--- config.mk ---
export PLATFORM = sky130hd
export DESIGN_NAME = integrator_chain_flat
export DESIGN_NICKNAME = d
export VERILOG_FILES = /design/src/rtl/integrator_pkg.sv /design/src/rtl/integrator_chain_if.sv /design/src/rtl/integrator_stage.sv /design/src/rtl/integrator_chain.sv /design/src/flat_wrapper.sv
export SDC_FILE = /design/constraint.sdc
export NUM_CORES = 1
export LEC_CHECK = 0
export CAP_MARGIN = 20
export CORE_MARGIN = 3
export CORE_UTILIZATION = 60
export CTS_BUF_LIST = sky130_fd_sc_hd__clkbuf_4
export CTS_CLUSTER_SIZE = 30
export DETAILED_ROUTE_END_ITERATION = 8
export GPL_ROUTABILITY_DRIVEN = 1
export PLACE_DENSITY_LB_ADDON = 0.2
export SYNTH_ARGS = -nofsm -noshare
export SYNTH_HDL_FRONTEND = slang
export SYNTH_SLANG_ARGS = --single-unit
--- constraint.sdc ---
create_clock -name clock -period 2.67 [get_ports clock]
set_input_delay 0.6675 -clock clock [delete_from_list [all_inputs] [get_ports clock]]
set_output_delay 0.6675 -clock clock [all_outputs]
set_load 0.05 [all_outputs]
--- src/rtl/integrator_pkg.sv ---
// Shared definitions for the delta-coding path: width/stage limits used by
// both the differentiator and integrator chains, plus per-stage helpers.
package integrator_pkg;

    localparam int INT_MAX_STAGES = 8;
    localparam int INT_WORD_SIZE  = 8;

    // Per-edge action of one stage, highest priority first.
    typedef enum logic [1:0] {
        STAGE_RESET,
        STAGE_CLEAR,
        STAGE_HOLD,
        STAGE_RUN
    } stage_op_e;

    function automatic stage_op_e decode_op(
        input logic reset,
        input logic clear,
        input logic hold
    );
        if (reset)      return STAGE_RESET;
        else if (clear) return STAGE_CLEAR;
        else if (hold)  return STAGE_HOLD;
        else            return STAGE_RUN;
    endfunction

    // Two's-complement add overflowed: same-sign operands, different-sign sum.
    function automatic logic signed_add_ovf(
        input logic a_msb,
        input logic b_msb,
        input logic s_msb
    );
        return (a_msb == b_msb) && (s_msb != a_msb);
    endfunction

endpackage

--- src/rtl/integrator_chain_if.sv ---
// Sample stream and control bundle between a producer and integrator_chain.
interface integrator_chain_if
    import integrator_pkg::*;
#(
    parameter int word_size = INT_WORD_SIZE
);
    logic [word_size-1:0] data_in;
    logic                 in_valid;
    logic                 hold;
    logic                 clear;
    logic [word_size-1:0] data_out;
    logic                 out_valid;
    logic                 overflow;

    modport master (
        output data_in, in_valid, hold, clear,
        input  data_out, out_valid, overflow
    );

    modport slave (
        input  data_in, in_valid, hold, clear,
        output data_out, out_valid, overflow
    );
endinterface

--- src/rtl/integrator_stage.sv ---
// One integrator: wrapping accumulator, valid bit and sticky signed-overflow
// flag, with reset > clear > hold > run priority.
module integrator_stage
    import integrator_pkg::*;
#(
    parameter int word_size = INT_WORD_SIZE
) (
    input  logic                 clock,
    input  logic                 reset,
    input  logic                 clear,
    input  logic                 hold,
    input  logic [word_size-1:0] x,
    input  logic                 e,
    output logic [word_size-1:0] acc,
    output logic                 v,
    output logic                 ovf
);
    logic [word_size-1:0] r_acc;
    logic                 r_v;
    logic                 r_ovf;

    logic [word_size-1:0] w_sum;
    logic                 w_add_ovf;
    stage_op_e            w_op;

    assign w_sum     = r_acc + x;
    assign w_add_ovf = signed_add_ovf(r_acc[word_size-1], x[word_size-1], w_sum[word_size-1]);
    assign w_op      = decode_op(reset, clear, hold);

    // NOTE: non-blocking assignments so every stage samples its upstream
    // neighbour's pre-edge value; blocking here would collapse the cascade.
    always_ff @(posedge clock) begin
        case (w_op)
            STAGE_RESET, STAGE_CLEAR: begin
                r_acc <= '0;
                r_v   <= 1'b0;
                r_ovf <= 1'b0;
            end
            STAGE_HOLD: begin
            end
            default: begin
                if (e) begin
                    r_acc <= w_sum;
                    r_v   <= 1'b1;
                    if (w_add_ovf) r_ovf <= 1'b1;
                end else begin
                    r_v   <= 1'b0;
                end
            end
        endcase
    end

    assign acc = r_acc;
    assign v   = r_v;
    assign ovf = r_ovf;
endmodule

--- src/rtl/integrator_chain.sv ---
// Cascade of `stages` integrators; reconstructs samples from an equal-depth
// differentiator chain (mod 2^word_size) and flags any signed overflow.
module integrator_chain
    import integrator_pkg::*;
#(
    parameter int word_size = INT_WORD_SIZE,
    parameter int stages    = 3
) (
    input  logic               clock,
    input  logic               reset,
    integrator_chain_if.slave  bus
);
    logic [word_size-1:0] w_acc [stages];
    logic [stages-1:0]    w_v;
    logic [stages-1:0]    w_ovf;

    for (genvar g = 0; g < stages; g++) begin : g_stage
        logic [word_size-1:0] w_x;
        logic                 w_e;

        // Stage 0 takes the input stream; later stages take the previous accumulator.
        if (g == 0) begin : g_head
            assign w_x = bus.data_in;
            assign w_e = bus.in_valid;
        end else begin : g_tail
            assign w_x = w_acc[g-1];
            assign w_e = w_v[g-1];
        end

        integrator_stage #(
            .word_size (word_size)
        ) u_stage (
            .clock (clock),
            .reset (reset),
            .clear (bus.clear),
            .hold  (bus.hold),
            .x     (w_x),
            .e     (w_e),
            .acc   (w_acc[g]),
            .v     (w_v[g]),
            .ovf   (w_ovf[g])
        );
    end

    assign bus.data_out  = w_acc[stages-1];
    assign bus.out_valid = w_v[stages-1];
    assign bus.overflow  = |w_ovf;
endmodule
--- src/flat_wrapper.sv ---
// flat-port wrapper written by rule: the top's interface ports become plain ports
module integrator_chain_flat import integrator_pkg::*;
#(
    parameter int word_size = INT_WORD_SIZE,
    parameter int stages    = 3
)
  (clock, reset, bus_data_in, bus_in_valid, bus_hold, bus_clear, bus_data_out, bus_out_valid, bus_overflow);
  integrator_chain_if #(.word_size(word_size)) bus_i ();
  input  logic clock;
  input  logic reset;
  input wire logic [$bits(bus_i.data_in)-1:0] bus_data_in;
  input wire logic [$bits(bus_i.in_valid)-1:0] bus_in_valid;
  input wire logic [$bits(bus_i.hold)-1:0] bus_hold;
  input wire logic [$bits(bus_i.clear)-1:0] bus_clear;
  output wire logic [$bits(bus_i.data_out)-1:0] bus_data_out;
  output wire logic [$bits(bus_i.out_valid)-1:0] bus_out_valid;
  output wire logic [$bits(bus_i.overflow)-1:0] bus_overflow;
  assign bus_i.data_in = bus_data_in;
  assign bus_i.in_valid = bus_in_valid;
  assign bus_i.hold = bus_hold;
  assign bus_i.clear = bus_clear;
  assign bus_data_out = bus_i.data_out;
  assign bus_out_valid = bus_i.out_valid;
  assign bus_overflow = bus_i.overflow;
  integrator_chain #(.word_size(word_size), .stages(stages)) u_core (.clock(clock), .reset(reset), .bus(bus_i));
endmodule
# Word-level counts from Yosys, hierarchy flattened
# Cells that the tools add are included.
[totals]
input_bits = 13
reg_bits = 30
wordCells = 63
out_inout_bits = 10
[classes]
reduce_logical = 18
mux = 24
n_eq_ne = 8
bitwise_logic = 1
addsub = 3
[op_table]
columns = ["op", "n"]
rows = [
  ["8-bit case mux with 2 select lines", 3],
  ["8-bit adder", 3],
  ["8-bit 2-to-1 mux", 3],
  ["1-bit case mux with 2 select lines", 6],
  ["2-bit nonzero test", 6],
  ["1-bit 2-to-1 mux", 10],
  ["3-bit AND reduction", 3],
  ["2-bit AND reduction", 3],
  ["2-bit 2-to-1 mux", 2],
  ["1-bit == test", 3],
  ["1-bit logical AND", 3],
  ["1-bit inequality test", 3],
  ["3-bit OR reduction", 1],
  ["2-bit by 1-bit == test with 1-bit output, second input constant", 1],
  ["2-bit == test, second input constant", 1],
  ["2-bit logical NOT", 1],
  ["2-bit OR reduction", 1],
  ["1-bit NOT", 1],
]

# Logic depth before layout (Yosys ltp)
# Gate-level depths: netlist of run 1.
[depth]
word_depth = 7
depth_mapped = 6
ltp_nobuf = 6

# Cells and area by module
# From an unflattened synthesis of run 1, not the netlist that was laid out.
[unflattened]
cells_unflattened = 204
hier_area_um2 = 2225.9
[by_module_without_submodules]
columns = ["module", "seq_area_each_um2", "cells_per_inst", "area_per_inst_um2", "instances"]
rows = [
  ["integrator_stage at u_core.g_stage[1].u_stage ...", 300.3, 68, 739.5, 2],
  ["integrator_stage at u_core.g_stage[0].u_stage", 300.3, 67, 740.7, 1],
  ["integrator_chain", 0.0, 1, 6.3, 1],
]

# Worst setup path after synthesis of run 1
# No wires, ideal clock.
[synth_timing]
path_type = "register to register"
startpoint = "register u_core.g_stage[2].u_stage.r_acc[1]"
endpoint = "register u_core.g_stage[2].u_stage.r_ovf (enable)"
period_less_slack_ns = 2.081
path_buffers = 0
arrival_time_ns = 1.776
required_ns = 2.365
setup_slack_ns = 0.589
setup_time_ns = 0.305
stages_incl_launch_ff = 6
path_cell_list = "edfxtp_1 > ha_1 > a211oi_2 > o211ai_2 > mux2_4 > o211ai_2"
[synth_between]
elab_chain_cells = 5
[synth_rtl]
columns = ["item", "line", "text"]
rows = [
  ["start: declaration", "integrator_stage.sv:18", "logic [word_size-1:0] r_acc;"],
  ["start signal: assignment", "integrator_stage.sv:43", "r_acc <= w_sum;"],
  ["8-bit adder", "integrator_stage.sv:26", "assign w_sum = r_acc + x;"],
  ["1-bit inequality test", "integrator_pkg.sv:33", "return (a_msb == b_msb) && (s_msb != a_msb);"],
  ["1-bit logical AND", "integrator_pkg.sv:33", ""],
  ["2-bit nonzero test (no line)", "n/a", ""],
  ["3-bit AND reduction (no line)", "n/a", ""],
  ["end signal: assignment", "integrator_stage.sv:37", "r_ovf <= 1'b0;"],
  ["end signal: assignment", "integrator_stage.sv:45", "if (w_add_ovf) r_ovf <= 1'b1;"],
  ["end: declaration", "integrator_stage.sv:20", "logic r_ovf;"],
]
# No other way between the ends.
# A chain may end at the register's enable or synchronous reset.

# Final worst setup path of run 1
[layout_timing]
startpoint = "register u_core.g_stage[1].u_stage.r_ovf"
endpoint = "output port bus_overflow"
[layout_between]
elab_chain_cells = 1
[layout_rtl]
columns = ["item", "line", "text"]
rows = [
  ["start: declaration", "integrator_stage.sv:20", ""],
  ["start signal: assignment", "integrator_stage.sv:37", ""],
  ["start signal: assignment", "integrator_stage.sv:45", ""],
  ["3-bit OR reduction", "integrator_chain.sv:47", "assign bus.overflow = |w_ovf;"],
  ["end: declaration", "flat_wrapper.sv:17", "output wire logic [$bits(bus_i.overflow)-1:0] bus_overflow;"],
]
# No other way between the ends.

==> results of run 1 <==
## flip-flops by register name (all words and copies together) (netlist names)
signal,cells
u_core.g_stage.u_stage.acc,24
u_core.g_stage.u_stage.ovf,3
u_core.g_stage.u_stage.v,3
## power groups by stage
stage | sequential (mW) | combinational (mW) | clock [mW]
global placement | 0.640 | 0.509 | 0
CTS | 0.634 | 0.545 | 0.276
detailed placement | 0.645 | 0.543 | 0
floorplan | 0.684 | 0.372 | 0
global route | 0.641 | 0.606 | 0.302
finish | 0.634 | 0.549 | 0.269
## worst paths after layout
kind,from,to,depth (start not counted)
worst max register to register,u_core.g_stage[1].u_stage.acc[1]$_SDFFCE_PN0P_,u_core.g_stage[2].u_stage.ovf$_DFFE_PP_,5
worst max-delay path,u_core.g_stage[1].u_stage.ovf$_DFFE_PP_,bus_overflow,2
worst min-delay path,u_core.g_stage[0].u_stage.v$_SDFFCE_PN0P_,u_core.g_stage[1].u_stage.v$_SDFFCE_PN0P_,1
worst min register to register,u_core.g_stage[0].u_stage.v$_SDFFCE_PN0P_,u_core.g_stage[1].u_stage.v$_SDFFCE_PN0P_,1
## cells in the final DEF (no fill, tap or decap), types with 4 or more instances in the layout
cell type and count:
nand3_1 5, clkdlybuf4s50_1 22, a21oi_1 12, ha_1 21, clkbuf_4 6, edfxtp_1 30
o21ai_0 11, o211ai_2 7, buf_4 4, nor3b_1 4, inv_1 7, xnor2_1 9
nand2_1 10, and2_1 7, nor2_1 20
## cell type report
type,instances,share of cell area (%)
clock inverters,2,0.3438
multi-input cells,159,49.07
well taps,46,2.259
clock buffers,6,1.768
inverters,8,1.375
flip-flops and latches,30,35.36
repair buffers,26,9.823
## cell families after synthesis
| kind of cell | count (synthesis) | share of synthesized area [%] |
|---|---|---|
| multiplexers | 4 | 2.212 |
| AND/OR/NAND/NOR | 71 | 18.92 |
| flip-flops | 30 | 39.82 |
| buffers and inverters | 15 | 4.922 |
| adder cells (fa/ha/maj) | 24 | 14.27 |
| AO/OA/AOI/OAI | 48 | 15.21 |
| XOR/XNOR | 12 | 4.646 |
## through the flow
step / hold WS (ns) / cell area, um^2
6_report: 0.5918 / 2547
5_1_grt: 0.6092 / 2547
4_1_cts: 0.5871 / 2547
3_5_place_dp: 0.5626 / 2494
3_3_place_gp: 0.5269 / 2494
2_1_floorplan: 0.5152 / 2262
## metal layers
metal	global-route usage [%]	vias to the layer above	share of wire, %
met1	24.81	793	41
met2	40.61	54	54
met4	9.367	0	0.48
li1	-	819	-
met3	4.493	4	4.8
met5	0	-	0
## critical path: stages (launching register included)
cell and delay, ns:
edfxtp_1 0.37, or3_1 0.36, clkdlybuf4s50_1 0.70
==> metrics.md, run 1 <==
| Metric | Value |
|---|---|
| Status | finished clean |
| Latest clock arrival within the worst-skew pair | roughly 0.34 ns |
| Die area | 4543 um^2 |
| Bufs on Longest Clock Path | 2 |
| Ant. Diodes | 0 |
| Final Cycle Share | 91.14% |
| Vias per std cell | 6.029 |
| Root Buffer | clkbuf_4 |
| Number of core rows | 21 |
| Clk network pwr share | 18.6% |
| WL final | between 4000 and 5000 um |
| Worst Path Required | 2.00 ns |
| Area share of the largest cell type after synthesis | 39.82% |
| Initial antenna violation count | 0 |
| I/O pins | 23 |
| Leading area contributor after synthesis | edfxtp_1 |
| Port bufs | 22 |
| Number of setup buffers added after CTS | 0 |
| Gpl congestion | about 0.88 |
| Sequential share of power | a little over two fifths |
| Num CTS Buffers | 5 |
| Post-synth EDFFs | 30 |
| Worst-path clk slew | 0.10 ns |
| Detail Route Antenna Nets | 0 |
| Tot Pwr | 1.452 mW |
| Number of global-route vias before repair | 1731 |
| Leak pwr | about 1.0 nW |
| Asr flop ratio synth | 0% |
| Post-CTS sizing | 0 |
| Core box area | 3495 um^2 |
| Synth cell count leaders | edfxtp_1 (30), ha_1 (21), nor2_1 (20) |
| Final number of setup-violating endpoints | 0 |
| Drt wl/cell | roughly 16 um |
| Slew @ Worst Pin | 0.4991 ns |
| PD cells | 570.1 nW/um^2 |
| Drt first pass iters | 4 |
| Core Util, Final | between 70% and 80% |
| Synth cell types | 40 |
| Skew final | 0.01270 ns |
| Pint | 0.9203 mW |
| Via Count | about 1.7k |
| Register area share after synthesis | roughly two fifths |
| Die Ht | between 60 and 70 um |
| Hold Buf Count CTS | 0 |
| Max Fclk | about 400 MHz |
| Synthesis-to-finish area growth | 12.61% |
| Grt ovf | 0 |
| Register Area | 900.9 um^2 |
| RSZ-0062 raised after global routing | no |
| Global-route usage over all layers | 22.19% |
| Initial Util | between 60 and 70% |
| Max IR drop VDD | 0.3043 mV |
| Main flop type after synthesis | edfxtp_1 |
| DR iter-0 viols | 101 |
| Placed insts | 269 |
| Fillcell total | between 200 and 250 |
| Largest net degree at the start of global routing | 27 |
| Worst slack, placed | 0.04011 ns |
| Max-Cap Viols | 0 |
| Most common cell in the netlist | edfxtp_1 |
| FF-to-FF setup slack | 0.67 ns |
| Synth Cell Area | 2262 um^2 |
| Final worst slack | 0.2367 ns |
| # clock sinks | 30 |
| Critical Path End Type | output port |
| CTS H-tree lvls | 2 |
| Crit path DAT | ~1.8 ns |
| Crit path time final | between 2 and 2.5 ns |
| Crit Path Class | register to output port |
| #FFs+latches synth | 30 |
| Critical path peak fanout | 1 |
| Mean cell area of the mapped netlist | 11.09 um^2 |
| Final TNS setup | 0 ns |
| Area of the multi-input gates | roughly 1200 um^2 |
| First-pass GRT wire length | 7472 um |
| CP Launch Type | register |
| Residual DRC | 0 |
| Slew HR | 66.62% |
| Final hold violation count | 0 |
| Sw power | 0.5321 mW |
| Cells after Synth | 204 |
| Synth Net Count | 241 |
| Slew Viols, Final | 0 |
| CTS tree | done |
| Comb power frac | 37.8% |
| Layout cells sized above 1 | 12.99% |
| Worst Hold Class | register to register |
| Net switching fraction of the power | 36.64% |
| Dominant cells by area after synthesis | edfxtp_1 (40%), ha_1 (12%), o211ai_2 (3.9%) |
| Layout Cells excl Fill | 277 |
| Die W | about 67 um |
| HPWL after detailed placement | roughly 3500 um |
| Final nets | approximately 270 |
| Warnings from Yosys | 0 |
(Power assumes the default switching activity.)
==> run 2, diff against run 1 <==
--- a/config.mk
+++ b/config.mk
@@ -12,7 +12,7 @@
 export CTS_CLUSTER_SIZE = 30
 export DETAILED_ROUTE_END_ITERATION = 8
 export GPL_ROUTABILITY_DRIVEN = 1
-export PLACE_DENSITY_LB_ADDON = 0.2
+export PLACE_DENSITY = 0.89
 export SYNTH_ARGS = -nofsm -noshare
 export SYNTH_HDL_FRONTEND = slang
 export SYNTH_SLANG_ARGS = --single-unit
==> run 2 against run 1 <==
  * Clock power down 12%
  * Maximum frequency up 0.47%
  * Clock-buffer cell count down 1
  * Total power down 3.1%
  * Sequential cell count unchanged
  * Sequential share of layout area up 0.17 points
==> metrics.md, run 2 (synthesized netlist as in run 1, its figures left out) <==
| Metric | Value |
|---|---|
| Most common cell after layout, fill and taps aside | edfxtp_1 |
| Post-CTS sizing | 0 |
| Max-Cap Viols | 0 |
| Slew HR | 67.30% |
| Sequential share of power | 45.0% |
| Register Area | 900.9 um^2 |
| Bufs on Longest Clock Path | 2 |
| Ant. Diodes | 0 |
| Sw power | 0.5078 mW |
| Vias per std cell | 5.869 |
| CTS H-tree lvls | 2 |
| Detail Route Antenna Nets | 0 |
| Final nets | 267 |
| Hold Buf Count CTS | 0 |
| Gpl congestion | 0.8558 |
| Final number of setup-violating endpoints | 0 |
| Crit path capture | bus_overflow |
| Worst Hold Class | register to register |
| Core box area | 3495 um^2 |
| Skew final | 0.01118 ns |
| Layout cells sized above 1 | between 10% and 20% |
| Drt first pass iters | 4 |
| Slew @ Worst Pin | 0.4890 ns |
| Worst slack, placed | 0.09200 ns |
| Initial antenna violation count | 0 |
| Final Cycle Share | 90.71% |
| Core Util, Final | 72.54% |
| Die W | ~67 um |
| Max IR drop VDD | between 0.2 and 0.25 mV |
| Slew Viols, Final | 0 |
| WL final | between 3000 and 4000 um |
| Root Buffer | clkbuf_4 |
| Drt wl/cell | between 10 and 15 um |
| Final worst slack | about 0.25 ns |
| CP Launch Type | register |
| First-pass GRT wire length | 7169 um |
| Pint | 0.8999 mW |
| Port bufs | 22 |
| Final TNS setup | 0 ns |
| Crit path DAT | 1.75 ns |
| Critical path peak fanout | 1 |
| Synthesis-to-finish area growth | 12.06% |
| Area of the multi-input gates | 1250 um^2 |
| CTS tree | done |
| HPWL after detailed placement | 3179 um |
| Worst setup path startpoint | u_core.g_stage[2].u_stage.ovf$_DFFE_PP_ |
| Final hold violation count | 0 |
| Status | finished clean |
| Worst Path Required | approximately 2 ns |
| Worst reg2reg startpoint | u_core.g_stage[1].u_stage.acc[1]$_SDFFCE_PN0P_ |
| Latest clock arrival within the worst-skew pair | 0.32 ns |
| Largest net degree at the start of global routing | 27 |
| Crit Path Class | register to output port |
| Max Fclk | 412.9 MHz |
| Fillcell total | 268 |
| I/O pins | 23 |
| Num CTS Buffers | 5 |
| Number of setup buffers added after CTS | 0 |
| Grt ovf | 0 |
| FF-to-FF setup slack | 0.71 ns |
| Worst r2r dst | u_core.g_stage[2].u_stage.ovf$_DFFE_PP_ |
| HP Start | u_core.g_stage[0].u_stage.v$_SDFFCE_PN0P_ |
| Number of global-route vias before repair | approximately 1.6k |
| # clock sinks | 30 |
| Worst-path clk slew | 0.10 ns |
| Max reg flops | 24 |
| PD cells | 555.3 nW/um^2 |
| Residual DRC | 0 |
| Critical Path End Type | output port |
| Via Count | 1614 |
| Comb power frac | 38.2% |
| Die area | 4543 um^2 |
| Clk network pwr share | 16.8% |
| Initial Util | 64.73% |
| DR iter-0 viols | 96 |
| Global-route usage over all layers | 21.29% |
| Most frequent cells in the layout | edfxtp_1 (30), clkdlybuf4s50_1 (22), ha_1 (21), nor2_1 (20), a21oi_1 (12) |
| Leak pwr | just over 1 nW |
| Worst Reg-to-Reg Cells | 5 |
| RSZ-0062 raised after global routing | no |
| Number of core rows | 21 |
| Crit path time final | 2.422 ns |
| Net switching fraction of the power | 36.07% |
| Die Ht | 67.40 um |
run 2: cell count changes in the layout (fill, tap and decap cells not counted), sizes merged:
cell	before	now
clkbuf	6	5
clkinv	2	1
run 2: layer usage:
metal  wire length, um  track usage [%]
met2              2060            36.81
met3               130            4.825
met4                10            8.861
met1              1790            25.40
met5                 0                0
run 2: worst max-delay path: stages (launching register included):
cell and delay (ns):
edfxtp_1 0.39, or3_1 0.35, clkdlybuf4s50_1 0.70
run 2: worst min-delay path by stage:
| stage | to | slack, ns | depth (start not counted) |
|---|---|---|---|
| floorplan | u_core.g_stage[1].u_stage.v$_SDFFCE_PN0P_ | 0.52 | 1 |
| global placement | u_core.g_stage[1].u_stage.v$_SDFFCE_PN0P_ | 0.52 | 1 |
| detailed placement | u_core.g_stage[1].u_stage.v$_SDFFCE_PN0P_ | 0.56 | 1 |
| CTS | u_core.g_stage[1].u_stage.v$_SDFFCE_PN0P_ | 0.58 | 1 |
| global route | u_core.g_stage[1].u_stage.v$_SDFFCE_PN0P_ | 0.60 | 1 |
| finish | u_core.g_stage[1].u_stage.v$_SDFFCE_PN0P_ | 0.58 | 1 |
run 2: layout make-up:
class / instances / area share (%)
clock buffer: 5 / 1.481
clock inverter: 1 / 0.1481
inverter: 8 / 1.382
multi-input combinational: 159 / 49.31
sequential: 30 / 35.54
tap: 46 / 2.270
timing repair buffer: 26 / 9.872
run 2: metrics by stage:
stage	total power, mW	cells	cell area [um^2]	hold slack (ns)
finish	1.408	275	2535	0.5760
floorplan	1.056	204	2262	0.5152
detailed placement	1.182	269	2494	0.5562
global route	1.504	275	2535	0.5996
global placement	1.156	269	2494	0.5249
CTS	1.412	275	2535	0.5789
run 2: power by group through the flow:
stage | sequential [mW] | clock, mW | combinational [mW]
floorplan | 0.684 | 0 | 0.372
global placement | 0.641 | 0 | 0.515
detailed placement | 0.644 | 0 | 0.537
CTS | 0.633 | 0.240 | 0.538
global route | 0.641 | 0.258 | 0.605
finish | 0.633 | 0.236 | 0.538
